**src/rtl/vend_ctrl_param.sv**
```systemverilog
// Vending machine controller: sums coins into a credit register, requests a
// vend once the price is reached, then pays out change (or a full refund on
// cancel or timeout) in a single-cycle strobe. All outputs are registered.
module vend_ctrl_param #(
    parameter int PRICE   = 20,
    parameter int W       = 6,
    parameter int P_VAL   = 1,
    parameter int N_VAL   = 5,
    parameter int D_VAL   = 10,
    parameter int Q_VAL   = 25,
    parameter int TIMEOUT = 30
) (
    input  logic         clk,
    input  logic         rst,
    input  logic         p,
    input  logic         n,
    input  logic         d,
    input  logic         q,
    input  logic         cancel,
    input  logic         vend_ack,
    output logic [W-1:0] credit,
    output logic         vend,
    output logic [W-1:0] change,
    output logic         change_valid,
    output logic         coin_rej
);

    // Wide enough to hold TIMEOUT-1, the last count before the refund fires.
    localparam int CW = (TIMEOUT > 1) ? $clog2(TIMEOUT) : 1;

    localparam logic [W-1:0]  PRICE_W = W'(PRICE);
    localparam logic [CW-1:0] IDLE_LAST = CW'(TIMEOUT - 1);

    typedef enum logic [1:0] {
        IDLE,
        COLLECT,
        VEND,
        CHANGE
    } state_t;

    state_t        state;
    logic [CW-1:0] idle_cnt;

    logic          any_coin;
    logic          multi_coin;
    logic [W-1:0]  coin_val;
    logic [W-1:0]  credit_sum;
    logic          reach_price;

    // Priority decode p > n > d > q and the credit after accepting the coin.
    always_comb begin
        coin_val = '0;
        if (p)
            coin_val = W'(P_VAL);
        else if (n)
            coin_val = W'(N_VAL);
        else if (d)
            coin_val = W'(D_VAL);
        else if (q)
            coin_val = W'(Q_VAL);
        any_coin    = p | n | d | q;
        multi_coin  = (p & (n | d | q)) | (n & (d | q)) | (d & q);
        credit_sum  = credit + coin_val;
        reach_price = (credit_sum >= PRICE_W);
    end

    // Controller FSM with all outputs and the idle counter registered here.
    always_ff @(posedge clk or posedge rst) begin
        if (rst) begin
            state        <= IDLE;
            credit       <= '0;
            vend         <= 1'b0;
            change       <= '0;
            change_valid <= 1'b0;
            coin_rej     <= 1'b0;
            idle_cnt     <= '0;
        end else begin
            change_valid <= 1'b0;
            coin_rej     <= 1'b0;
            case (state)
                IDLE: begin
                    idle_cnt <= '0;
                    if (any_coin) begin
                        credit   <= credit_sum;
                        coin_rej <= multi_coin;
                        if (reach_price) begin
                            state <= VEND;
                            vend  <= 1'b1;
                        end else begin
                            state <= COLLECT;
                        end
                    end
                end
                COLLECT: begin
                    if (cancel) begin
                        // Refund wins over a coin arriving in the same cycle.
                        state        <= CHANGE;
                        change       <= credit;
                        change_valid <= 1'b1;
                        coin_rej     <= any_coin;
                        idle_cnt     <= '0;
                    end else if (any_coin) begin
                        credit   <= credit_sum;
                        coin_rej <= multi_coin;
                        idle_cnt <= '0;
                        if (reach_price) begin
                            state <= VEND;
                            vend  <= 1'b1;
                        end
                    end else if (idle_cnt == IDLE_LAST) begin
                        state        <= CHANGE;
                        change       <= credit;
                        change_valid <= 1'b1;
                        idle_cnt     <= '0;
                    end else begin
                        idle_cnt <= idle_cnt + CW'(1);
                    end
                end
                VEND: begin
                    idle_cnt <= '0;
                    coin_rej <= any_coin;
                    if (vend_ack) begin
                        state        <= CHANGE;
                        vend         <= 1'b0;
                        change       <= credit - PRICE_W;
                        change_valid <= 1'b1;
                    end
                end
                CHANGE: begin
                    // Payout lasts exactly one cycle; the transaction closes here.
                    idle_cnt <= '0;
                    coin_rej <= any_coin;
                    state    <= IDLE;
                    credit   <= '0;
                    change   <= '0;
                end
                default: begin
                    state <= IDLE;
                end
            endcase
        end
    end

endmodule
```
**config.mk**
```make
export PLATFORM = sky130hd
export DESIGN_NAME = vend_ctrl_param
export DESIGN_NICKNAME = d
export VERILOG_FILES = /design/src/rtl/vend_ctrl_param.sv
export SDC_FILE = /design/constraint.sdc
export NUM_CORES = 1
export LEC_CHECK = 0
export BUFFER_PORTS_ARGS = -buffer_cell sky130_fd_sc_hd__buf_4
export CORE_MARGIN = 2
export CORE_UTILIZATION = 60
export DETAILED_ROUTE_END_ITERATION = 10
export PLACE_DENSITY = 0.83
export SETUP_SLACK_MARGIN = 0.15
export SLEW_MARGIN = 20
export SYNTH_ARGS = -nofsm -noshare
export SYNTH_HDL_FRONTEND = slang
export SYNTH_SLANG_ARGS = --single-unit
```
**constraint.sdc**
```tcl
create_clock -name clk -period 5.7 [get_ports clk]
set_clock_uncertainty 0.05 [all_clocks]
set_input_delay 0.57 -clock clk [delete_from_list [all_inputs] [get_ports clk]]
set_output_delay 0.57 -clock clk [all_outputs]
set_load 0.05 [all_outputs]
```
After elaboration in Yosys (flattened, before gate mapping)
Index checks and enable logic that the tools add are counted.

cells by class
  add/subtract/negate cells = 3
  multiplexer cells = 37
  eq/ne operators = 11
  bitwise gates (word level) = 11
  reduce and logical (&&, ||, !) cells = 10
  magnitude comparators = 1

operator list
  operator               number
  $mux W6                6
  $pmux W6 S3            2
  $mux W5                7
  $mux W2                7
  $mux W1                10
  $pmux W5 S2            1
  $reduce_bool A3 Y1     3
  $ne A4 B4 Y1 const B   2
  $or A1 B1 Y1           8
  $pmux W2 S4            1
  $reduce_and A4 Y1      2
  $add A6 B6 Y6          1
  $ge A6 B5 Y1 const B   1
  $ne A2 B2 Y1 const B   3
  $ne A3 B3 Y1 const B   2
  $pmux W1 S3            2
  $sub A6 B5 Y6 const B  1
  $add A5 B1 Y5 const B  1
  $eq A5 B5 Y1 const B   1
  $eq A2 B2 Y1 const B   2
  $and A1 B1 Y1          3
  $reduce_and A3 Y1      1
  $reduce_or A3 Y1       1
  $eq A2 B1 Y1 const B   1
  4 further kinds        4

word-level totals
  bits in registers = 22
  input port bits = 8
  logic and storage cells = 80
  output and inout bits = 15

Longest topological paths before layout
Gate-level depths: netlist of run 1.

  depth in word-level cells = 10
  mapped depth = 12
  gate-level depth less buffers = 12

Least setup slack after synthesis of run 1
Ideal clock, no wire load.

  path kind = input-to-reg
  start point = in q
  end point = reg state[0]
  cell stages on the path = 12
  required time = 5.525 ns
  arrival = 2.395 ns
  buffers on the path = 0
  setup time = 0.125 ns
  path slack = 3.131 ns
  path through = inv_1 > o21ai_0 > ha_1 > inv_1 > fa_1 > nor2b_1 > o21a_1 > nor2_1 > xnor2_1 > a21o_1 > mux2i_1 > nor2_1

on the way
  word-level cells in the longest chain between the ends = 9
  elaborated cells between the ends (all ways) = 16
  those cells by class = add/sub (1); order compare (1); eq/ne (3); mux (9); bitwise (1); reduce/logical (1)

RTL lines
  what                  RTL line  RTL
  from (decl)           18        input logic q,
  $mux W5               59        else if (q)
  $mux W5               57        else if (d)
  $mux W5               55        else if (n)
  $mux W5               53        if (p)
  $add A6 B6 Y6         63        credit_sum = credit + coin_val;
  $ge A6 B5 Y1          64        reach_price = (credit_sum >= PRICE_W);
  $mux W2               86        if (reach_price) begin
  $mux W2               83        if (any_coin) begin
  $pmux W2 S4           80        case (state)
  to (signal assigned)  70        state <= IDLE;
  to (signal assigned)  87        state <= VEND;
  to (signal assigned)  90        state <= COLLECT;
  to (decl)             41        state_t state;

Parallel ways exist; a longest one is shown, timed or not. The select of a mux whose other input is x is not followed.
A chain may end at the register's enable or synchronous reset.

Final worst setup path of run 1
Ends and elaborated chain as after synthesis.

==> results.py, run 1 <==
metrics = {
    "global_routing": {
        "grt_pass1_vias": 1147,
        "grt_max_degree": 23,
        "antenna_found_initial": 0,
        "overflow": 0,
        "grt_use_total_pct": 23.3,
        "grt_first_pass_wirelength_um": 5000,
    },
    "finish": {
        "layout_commonest_cell": "nand2_1",
        "final_cell_mix": "nand2_1, dfrtp_1, buf_4, nor2_1, o21ai_0",
        "finalNonFillerCells": 223,
        "drive_above_1_share_pct": 18.7,
        "antenna_cells": 0,
        "area_delta_synth_final_pct": 13.3,
        "fin_nets": 216,
    },
    "yosys": {
        "synth_edf_count": 0,
        "netlist_instances": 173,
        "synthXorXnorAreaFrac_pct": 3.44,
        "ys_warn_count": 0,
        "synth-seq-cells": 22,
        "synth_top_family_by_area": "compound AO/OA/AOI/OAI gates",
        "netlist_area_um2": 1530,
        "synth-adder-area-share_pct": 12.6,
        "synth_mux_area_share_pct": 1.31,
        "synth_seq_area_share_pct": 36.0,
        "yosys.area_share.simple_pct": 18.9,
        "synth-compound-area-share_pct": 22.7,
        "synthesis.nets": 195,
        "async_flop_share_pct": 100,
        "synth_cell_type_count": 44,
        "synth.avg_cell_area_um2": 8.83,
        "synth-main-ff-cell": "dfrtp_1",
    },
    "die": {
        "die_w_um": 54.5,
        "core_area_um2": 2450,
        "die_y_um": 54.5,
        "ios": 23,
        "rows": 18,
        "initial_utilization_pct": 62.2,
        "die_area_um2": 2970,
    },
    "routing": {
        "dr_total_vias": 1298,
        "via_per_inst": 5.82,
        "first_pass_iters": 4,
        "drt_wl_total_um": 3110,
        "drcViolationCount": 0,
        "drt_iter0_drc": 28,
        "wl_per_cell_um": 14.0,
        "postRouteAntennaNets": 0,
    },
    "clock_tree": {
        "root_buffer": "clkbuf_4",
        "cts_tree": "done",
        "numCtsBuffers": 3,
        "insertion_delay_ns": 0.31,
        "clkSlewWorstSetupHoldPaths_ns": 0.13,
        "post_cts.repair.setup_buffers": 0,
        "cts_resized": 0,
        "postCtsHoldBufs": 0,
        "htreeDepth": 1,
        "cts_buffer_depth": 2,
        "numClockSinks": 22,
    },
    "outcome": {
        "outcome": "complete, no violations",
    },
    "power": {
        "p_clk_share_pct": 8.2,
        "netSwitchingPower_mw": 0.566,
        "switching_share_pct": 52.7,
        "p_per_area_nw_per_um2": 621,
        "p_comb_share_pct": 66.3,
        "p_leak_nw": 0.789,
        "internal_power_mw": 0.509,
        "power.share.sequential_pct": 25.5,
        "vdd_drop_max_uv": 425,
    },
    "placement": {
        "placed_cells": 219,
        "dp_hpwl_um": 2400,
        "io_buffer_count": 22,
        "gp_congestion": 0.873,
    },
    "sta": {
        "setup_tns_ns": 0,
        "relSlewSlack_pct": 44.3,
        "rsz0062_at_grt": "no",
        "tightest_slew_ns": 0.835,
        "fin_crit_sh_pct": 46.0,
        "max_clock_freq_mhz": 382,
        "slew_violations": 0,
        "hold_viol": 0,
        "setup_viol_count_final": 0,
        "final.min_clock_period_ns": 2.62,
    },
    "critical_path": {
        "regToRegSetupSlack_ns": 3.26,
        "arrival_ns": 2.78,
        "crit_fanout": 4,
        "cp-end-kind": "flip-flop",
        "worstPathCellList": "buf_4 > inv_1 > o21ai_0 > ha_1 > inv_1 > fa_1 > nor2b_1 > o21a_1 > nor2_1 > xnor2_1 > a21o_1 > mux2i_1 > nor2_1",
        "crit_type": "input pin to flip-flop",
        "cp-start-kind": "input pin",
        "slowest_stage": "fa_1",
        "slowest_delay_ns": 0.41,
        "required_ns": 5.86,
        "crit_buf_inv": 3,
        "cp_top_family": "adder cells",
    },
    "hold_path": {
        "min_path_type": "input pin to async pin",
    },
    "job": {
        "drv_cap": 0,
    },
}
## registers in the layout, summed over array words and instances, names as in the netlist
signal        count
idle_cnt          5
change_valid      1
vend              1
state             2
change            6
credit            6
coin_rej          1
## synth_stat cells, types with 2 or more instances
master,count,area [µm²]
ha_1,13,163
o211ai_1,2,15.0
a21o_1,3,22.5
a211oi_1,2,15.0
o21a_1,4,30.0
nand2_1,23,86.3
nand3_1,2,10.0
mux2i_1,2,20.0
o21ai_1,2,10.0
xor2_1,3,26.3
a21oi_1,7,35.0
nand2b_1,4,25.0
nor3_1,2,10.0
xnor2_1,3,26.3
o21ai_2,4,35.0
o31ai_1,2,15.0
clkbuf_1,3,11.3
dfrtp_1,22,551
nor2b_1,5,31.3
inv_1,11,41.3
o32ai_1,2,17.5
a22oi_1,2,15.0
o21ai_0,14,70.1
nor2_1,16,60.1
## power by group through the flow
stage	combinational [mW]	clock, mW	sequential [mW]
after floorplan	0.401	0	0.429
after global placement	0.685	0	0.276
after detailed placement	0.710	0	0.277
after CTS	0.715	0.0882	0.273
after global routing	0.779	0.0950	0.284
final	0.713	0.0882	0.274
## logic make-up (layout without fill, tap and decap cells)
logic type,Yosys count,after routing
AOI/OAI and AO/OA,52,52
xor gates and xnor gates,6,6
adders and majority gates,15,15
buffers and inverters,17,37
DFF,22,22
muxes,2,2
and+or+nand+nor,59,59
## worst reg2reg max path: stages, from the launching register on
cell	delay [ns]
dfrtp_1	0.44
ha_1	0.24
inv_1	0.07
fa_1	0.41
nor2b_1	0.22
o21a_1	0.14
nor2_1	0.04
xnor2_1	0.24
a21o_1	0.23
mux2i_1	0.19
nor2_1	0.06
## metrics by stage
stage / hold WS [ns] / util (%) / power [mW] / instance area, µm² / setup slack [ns]
global placement: 0.415 / 69.1 / 0.961 / 1700 / 2.89
global route: 0.445 / 70.5 / 1.16 / 1730 / 2.87
CTS: 0.403 / 70.5 / 1.08 / 1730 / 3.09
finish: 0.364 / 70.5 / 1.08 / 1730 / 3.08
detailed placement: 0.421 / 69.1 / 0.987 / 1700 / 2.76
floorplan: 0.410 / - / 0.830 / 1530 / 3.13
## layout make-up
cell class	instances	area, µm²
inverter	11	41.3
timing repair buffer	22	165
sequential	22	551
tap	30	37.5
clock buffer	4	36.3
multi-input combinational	134	901
fill	200	723
## path summary, 6_finish.rpt
kind	start	cells past startpoint	end
worst max-delay path	q	13	state[0]
worst min-delay path	rst	2	credit[4]
worst max register to register	credit[0]	10	state[0]
worst min register to register	change[0]	2	change[0]
max in group asynchronous	rst	2	state[1]
min in group clk	change[0]	2	change[0]
## per-layer routing
metal  up-vias  GRT usage [%]  part of all wire, %
li1        643              -                    -
met1       609           30.6                   44
met2        38           38.6                   49
met3         8           3.28                  5.1
met4         0           8.75                  1.9
met5         -              0                    0
No activity file was read; power rests on OpenSTA's default activity.
==> inputs of run 2 (changes only) <==
--- a/config.mk
+++ b/config.mk
@@ -5,11 +5,12 @@
 export SDC_FILE = /design/constraint.sdc
 export NUM_CORES = 1
 export LEC_CHECK = 0
+export ABC_AREA = 1
 export BUFFER_PORTS_ARGS = -buffer_cell sky130_fd_sc_hd__buf_4
 export CORE_MARGIN = 2
-export CORE_UTILIZATION = 60
+export CORE_UTILIZATION = 51
 export DETAILED_ROUTE_END_ITERATION = 10
-export PLACE_DENSITY = 0.83
+export PLACE_DENSITY = 0.76
 export SETUP_SLACK_MARGIN = 0.15
 export SLEW_MARGIN = 20
 export SYNTH_ARGS = -nofsm -noshare
==> constraint.sdc (replaced) <==
create_clock -name clk -period 2.2 [get_ports clk]
set_clock_uncertainty 0.05 [all_clocks]
set_input_delay 0.22 -clock clk [delete_from_list [all_inputs] [get_ports clk]]
set_output_delay 0.22 -clock clk [all_outputs]
set_load 0.05 [all_outputs]
==> results.py, run 2 <==
metrics = {
    "sta": {
        "tightest_slew_ns": 0.826,
        "relSlewSlack_pct": 44.9,
        "hold_viol": 12,
        "fin_crit_sh_pct": 87.6,
        "hold_ws_ns": -0.00713,
        "slew_violations": 0,
        "rsz0062_at_grt": "yes",
        "max_clock_freq_mhz": 519,
        "worst_slack_ns": 0.272,
        "setup_tns_ns": 0,
        "setup_viol_count_final": 0,
        "final.min_clock_period_ns": 1.93,
    },
    "routing": {
        "drt_iter0_drc": 45,
        "drcViolationCount": 0,
        "drt_wl_total_um": 3290,
        "dr_total_vias": 1352,
        "via_per_inst": 5.32,
        "first_pass_iters": 4,
        "wl_per_cell_um": 13.0,
        "postRouteAntennaNets": 0,
    },
    "global_routing": {
        "antenna_found_initial": 0,
        "grt_first_pass_wirelength_um": 5550,
        "grt_use_total_pct": 21.0,
        "grt_max_degree": 23,
        "overflow": 0,
        "grt_pass1_vias": 1266,
    },
    "power": {
        "fin_total_pwr_mw": 2.80,
        "p_per_area_nw_per_um2": 1560,
        "vdd_drop_max_uv": 1200,
        "p_leak_nw": 0.939,
    },
    "finish": {
        "layout_commonest_cell": "nand2_1",
        "drive_above_1_share_pct": 21.5,
        "area_delta_synth_final_pct": 19.0,
        "regArea_um2": 553,
        "reg_top3": "change: 6 flops, credit: 6 flops, idle_cnt: 5 flops",
        "fillers": 253,
        "multiInputGateArea_um2": 840,
        "antenna_cells": 0,
        "fin_nets": 246,
        "design_area_um2": 1800,
        "final_cell_mix": "nand2_1, inv_1, buf_4, dfrtp_1, nor2_1",
    },
    "yosys": {
        "synth_mux_area_share_pct": 0,
        "synth_top_family_by_area": "simple AND/OR/NAND/NOR gates",
        "synthMostInstantiatedCell": "nand2_1",
        "synthXorXnorAreaFrac_pct": 2.32,
        "synth_edf_count": 0,
        "yosys.area_share.simple_pct": 27.9,
        "netlist_area_um2": 1510,
        "synth_area_leaders": "dfrtp_1, ha_1, nand2_1",
        "async_flop_share_pct": 100,
        "synth-seq-cells": 22,
        "synth-adder-area-share_pct": 12.1,
        "synth_seq_area_share_pct": 36.5,
        "synth_top_area_share_pct": 36.5,
        "synth-compound-area-share_pct": 12.0,
        "synth.avg_cell_area_um2": 7.74,
        "netlist_instances": 195,
        "yosysTopAreaCell": "dfrtp_1",
        "synth_commonest_cells": "nand2_1, inv_1, dfrtp_1",
        "synth_cell_type_count": 30,
        "synthesis.nets": 217,
        "synth-main-ff-cell": "dfrtp_1",
        "ys_warn_count": 0,
    },
    "die": {
        "initial_utilization_pct": 54.3,
        "die_area_um2": 3410,
        "die_w_um": 58.4,
        "core_area_um2": 2780,
        "rows": 19,
        "die_y_um": 58.4,
        "ios": 23,
    },
    "critical_path": {
        "arrival_ns": 2.11,
        "cp-end-kind": "flip-flop",
        "r2r-start": "credit[0]",
        "crit_type": "flip-flop to flip-flop",
        "cp-start-kind": "flip-flop",
        "required_ns": 2.39,
        "regToRegSetupSlack_ns": 0.27,
        "startpoint": "credit[0]",
        "crit_fanout": 3,
        "r2r_cells": 12,
    },
    "hold_path": {
        "min_path_type": "input pin to async pin",
    },
    "outcome": {
        "failed_checks": "negative hold slack",
        "outcome": "finished, violations left",
    },
    "clock_tree": {
        "cts_buffer_depth": 2,
        "clkSlewWorstSetupHoldPaths_ns": 0.13,
        "cts_tree": "done",
        "insertion_delay_ns": 0.33,
        "numClockSinks": 22,
        "numCtsBuffers": 3,
        "postCtsHoldBufs": 0,
        "htreeDepth": 1,
        "root_buffer": "clkbuf_4",
    },
    "placement": {
        "post-place-ws_ns": -0.0457,
        "post_dp_cell_area_um2": 1700,
        "dp_hpwl_um": 2590,
        "io_buffer_count": 22,
        "gp_congestion": 0.910,
    },
    "job": {
        "drv_cap": 0,
    },
}
-- run 2: changes by cell type in the layout (fill, tap and decap cells not counted), moves of 3 or more --
cell / change
inv_1: +21
nand2_1: +17
nand3_1: +13
nor2b_1: -5
nand2b_1: -4
a21o_1: -3
nor2_4: +3
o21a_1: -3
o21ai_0: -3
o22ai_1: +3
-- run 2: metal layers --
metal | share of wire [%] | global-route usage, %
met1 | 43 | 27.7
met2 | 49 | 36.6
met3 | 6.0 | 2.64
met4 | 1.2 | 4.98
met5 | 0 | 0
-- run 2: worst max-delay path: stages (launching register included) --
cell      delay, ns
dfrtp_2        0.41
ha_4           0.15
inv_1          0.06
fa_2           0.36
nand3b_1       0.19
nand3_1        0.10
nand2_1        0.08
nand2_2        0.09
nand3_1        0.09
nand2_2        0.09
inv_1          0.05
nand2_1        0.05
nand2_1        0.05
-- run 2: repair_timing --
item,CTS,global route
setup buffers,1,2
gates resized for setup,0,5
pin swaps,0,1
endpoints found under the setup margin,1,9
-- run 2: cell type report --
type                       instances  area share [%]
sequential                        22            30.8
clock buffer                       4            2.02
tap                               31            2.16
timing repair buffer              25            11.1
multi-input combinational        138            46.8
inverter                          34            7.11
-- run 2: kinds of logic (layout without fill, tap and decap cells) --
logic type,count (synthesis),in the layout
xor+xnor,4,4
buf+inv,35,63
fa+ha+maj,14,14
compound gates,31,31
flops,22,22
simple gates,89,89
-- run 2: where the power goes --
| group | switching, mW | internal (mW) | leakage, nW |
|---|---|---|---|
| Combinational | 1.20 | 0.662 | 0.638 |
| Sequential | 0.140 | 0.559 | 0.280 |
| Clock | 0.129 | 0.101 | 0.0210 |
| Total | 1.47 | 1.32 | 0.939 |
-- run 2: stage by stage --
stage	std cells	hold slack, ns	utilization [%]
global placement	247	0.368	61.3
global route	254	0.0835	64.6
CTS	252	0.0412	62.8
finish	254	-0.00713	64.6
floorplan	195	0.159	-
detailed placement	247	0.392	61.3
-- run 2: final timing paths --
kind,end
worst min register to register,idle_cnt[0]
worst min-delay path,change[4]
worst max-delay path,state[1]
min in group clk,change_valid
max in group asynchronous,credit[0]
worst max register to register,state[1]
==> inputs of run 3 (changes only) <==
--- a/config.mk
+++ b/config.mk
@@ -5,12 +5,10 @@
 export SDC_FILE = /design/constraint.sdc
 export NUM_CORES = 1
 export LEC_CHECK = 0
-export ABC_AREA = 1
 export BUFFER_PORTS_ARGS = -buffer_cell sky130_fd_sc_hd__buf_4
 export CORE_MARGIN = 2
-export CORE_UTILIZATION = 51
+export CORE_UTILIZATION = 37
 export DETAILED_ROUTE_END_ITERATION = 10
-export PLACE_DENSITY = 0.76
 export SETUP_SLACK_MARGIN = 0.15
 export SLEW_MARGIN = 20
 export SYNTH_ARGS = -nofsm -noshare
==> results.py, run 3 (synthesis gave the netlist of run 1 again) <==
metrics = {
    "outcome": {
        "outcome": "complete, no violations",
    },
    "routing": {
        "dr_total_vias": 1350,
        "drcViolationCount": 0,
        "via_per_inst": 4.96,
        "drt_iter0_drc": 35,
        "postRouteAntennaNets": 0,
        "wl_per_cell_um": 12.8,
        "first_pass_iters": 4,
        "drt_wl_total_um": 3480,
    },
    "hold_path": {
        "hold_path_end": "change_valid",
        "min_path_type": "input pin to flip-flop",
        "hp-start": "vend_ack",
        "min_path_cells": 3,
    },
    "sta": {
        "hold_ws_ns": 0.171,
        "max_clock_freq_mhz": 473,
        "fin_crit_sh_pct": 96.1,
        "hold_viol": 0,
        "final.min_clock_period_ns": 2.12,
        "rsz0062_at_grt": "yes",
        "tightest_slew_ns": 0.455,
        "relSlewSlack_pct": 69.6,
        "setup_tns_ns": 0,
        "slew_violations": 0,
        "setup_viol_count_final": 0,
    },
    "critical_path": {
        "cp-end-kind": "flip-flop",
        "crit_type": "flip-flop to flip-flop",
        "arrival_ns": 2.22,
        "r2r_cells": 10,
        "cp-start-kind": "flip-flop",
        "r2r-start": "credit[0]",
        "path_common_cell": "nor2_1",
        "timing.rr.end": "state[0]",
        "startpoint": "credit[0]",
        "crit_fanout": 4,
        "slowest_stage": "dfrtp_2",
        "required_ns": 2.30,
        "worstPathCellList": "ha_4 > inv_2 > fa_2 > nor2b_2 > a21oi_2 > nor2_1 > o22ai_2 > a21o_1 > mux2i_1 > nor2_1",
        "slowest_delay_ns": 0.42,
        "regToRegSetupSlack_ns": 0.08,
    },
    "clock_tree": {
        "numCtsBuffers": 3,
        "cts_tree": "done",
        "insertion_delay_ns": 0.26,
        "cts_buffer_depth": 2,
        "root_buffer": "clkbuf_8",
        "clkSlewWorstSetupHoldPaths_ns": 0.09,
        "numClockSinks": 22,
        "htreeDepth": 1,
    },
    "power": {
        "p_leak_nw": 0.945,
        "p_per_area_nw_per_um2": 1590,
        "vdd_drop_max_uv": 735,
    },
    "global_routing": {
        "antenna_found_initial": 0,
        "grt_first_pass_wirelength_um": 5760,
        "overflow": 0,
        "grt_max_degree": 14,
        "grt_use_total_pct": 16.2,
        "grt_pass1_vias": 1269,
    },
    "die": {
        "ios": 23,
        "die_area_um2": 4660,
        "die_y_um": 68.3,
        "rows": 23,
        "initial_utilization_pct": 38.2,
        "die_w_um": 68.3,
        "core_area_um2": 4000,
    },
    "placement": {
        "post_dp_cell_area_um2": 1910,
        "gp_congestion": 0.863,
        "placed_cells": 261,
        "io_buffer_count": 22,
        "dp_hpwl_um": 2800,
    },
    "finish": {
        "antenna_cells": 0,
        "layout_commonest_cell": "buf_4",
        "utilization_pct": 52.0,
        "finalNonFillerCells": 272,
        "regArea_um2": 556,
        "area_delta_synth_final_pct": 36.1,
        "reg_top3": "change: 6 flops, credit: 6 flops, idle_cnt: 5 flops",
        "fin_nets": 245,
        "multiInputGateArea_um2": 963,
        "final_cell_mix": "buf_4, nand2_1, dfrtp_1, nor2_1, o21ai_0",
        "drive_above_1_share_pct": 36.0,
        "fillers": 376,
        "design_area_um2": 2080,
    },
    "job": {
        "drv_cap": 0,
    },
}
## run 3: changes by cell type in the layout (fill, tap and decap cells not counted), sizes merged, moves of 3 or more
cell | previous run | this run
a211oi | 0 | 3
a21o | 0 | 4
buf | 25 | 50
inv | 34 | 11
nand2 | 43 | 23
nand2b | 0 | 4
nand3 | 16 | 2
nor2 | 22 | 17
nor2b | 0 | 5
o21a | 1 | 4
o21ai | 13 | 20
o22ai | 4 | 1
## run 3: layout make-up
cell class | instances | share of cell area [%]
multi-input combinational | 134 | 46.3
sequential | 22 | 26.7
timing repair buffer | 51 | 18.5
tap | 50 | 3.01
clock buffer | 3 | 1.99
inverter | 11 | 1.99
clock inverter | 1 | 1.44
## run 3: worst max-delay path, delay by kind of cell (launching register included)
kind / cells / cell delay (ns)
compound gates: 3 / 0.49
fa+ha+maj: 2 / 0.51
buf+inv: 1 / 0.03
flops: 1 / 0.42
mux: 1 / 0.19
simple gates: 3 / 0.31
## run 3: routing by layer
metal  vias to the layer above  GRT usage [%]  routed length, µm  share of wire (%)
li1                        703              -                  -                  -
met1                       618           22.4               1690                 49
met2                        25           27.2               1650                 47
met3                         4           2.63                120                3.4
met4                         0           2.25                 19               0.55
met5                         -              0                  0                  0
## run 3: power by group
group | internal [mW] | leakage (nW) | total, mW | switching [mW]
Clock | 0.243 | 0.0357 | 0.385 | 0.142
Sequential | 0.568 | 0.276 | 0.711 | 0.143
Combinational | 0.921 | 0.633 | 2.21 | 1.29
Total | 1.73 | 0.945 | 3.30 | 1.57
## run 3: what timing repair did
action / 4_1_cts / 5_1_grt
resized for setup: 4 / 6
pin swaps: 2 / 6
hold buffers: 1 / 0
hold endpoints to repair: 11 / 0
endpoints found under the setup margin: 4 / 11
setup buffers: 1 / 5
## run 3: how the worst max path moves through the flow
stage	slack (ns)	cells past startpoint	to
final	0.08	10	state[0]
after global routing	0.02	10	state[0]
after CTS	0.09	10	state[0]
after detailed placement	-0.17	13	state[0]
after global placement	-0.12	13	state[0]
after floorplan	-0.01	10	state[0]
## run 3: stage by stage
| step | setup WS (ns) | power, mW |
|---|---|---|
| after floorplan | -0.0132 | 2.18 |
| after global placement | -0.121 | 2.73 |
| after detailed placement | -0.175 | 2.78 |
| after CTS | 0.0913 | 3.20 |
| after global routing | 0.0246 | 3.57 |
| final | 0.0849 | 3.30 |
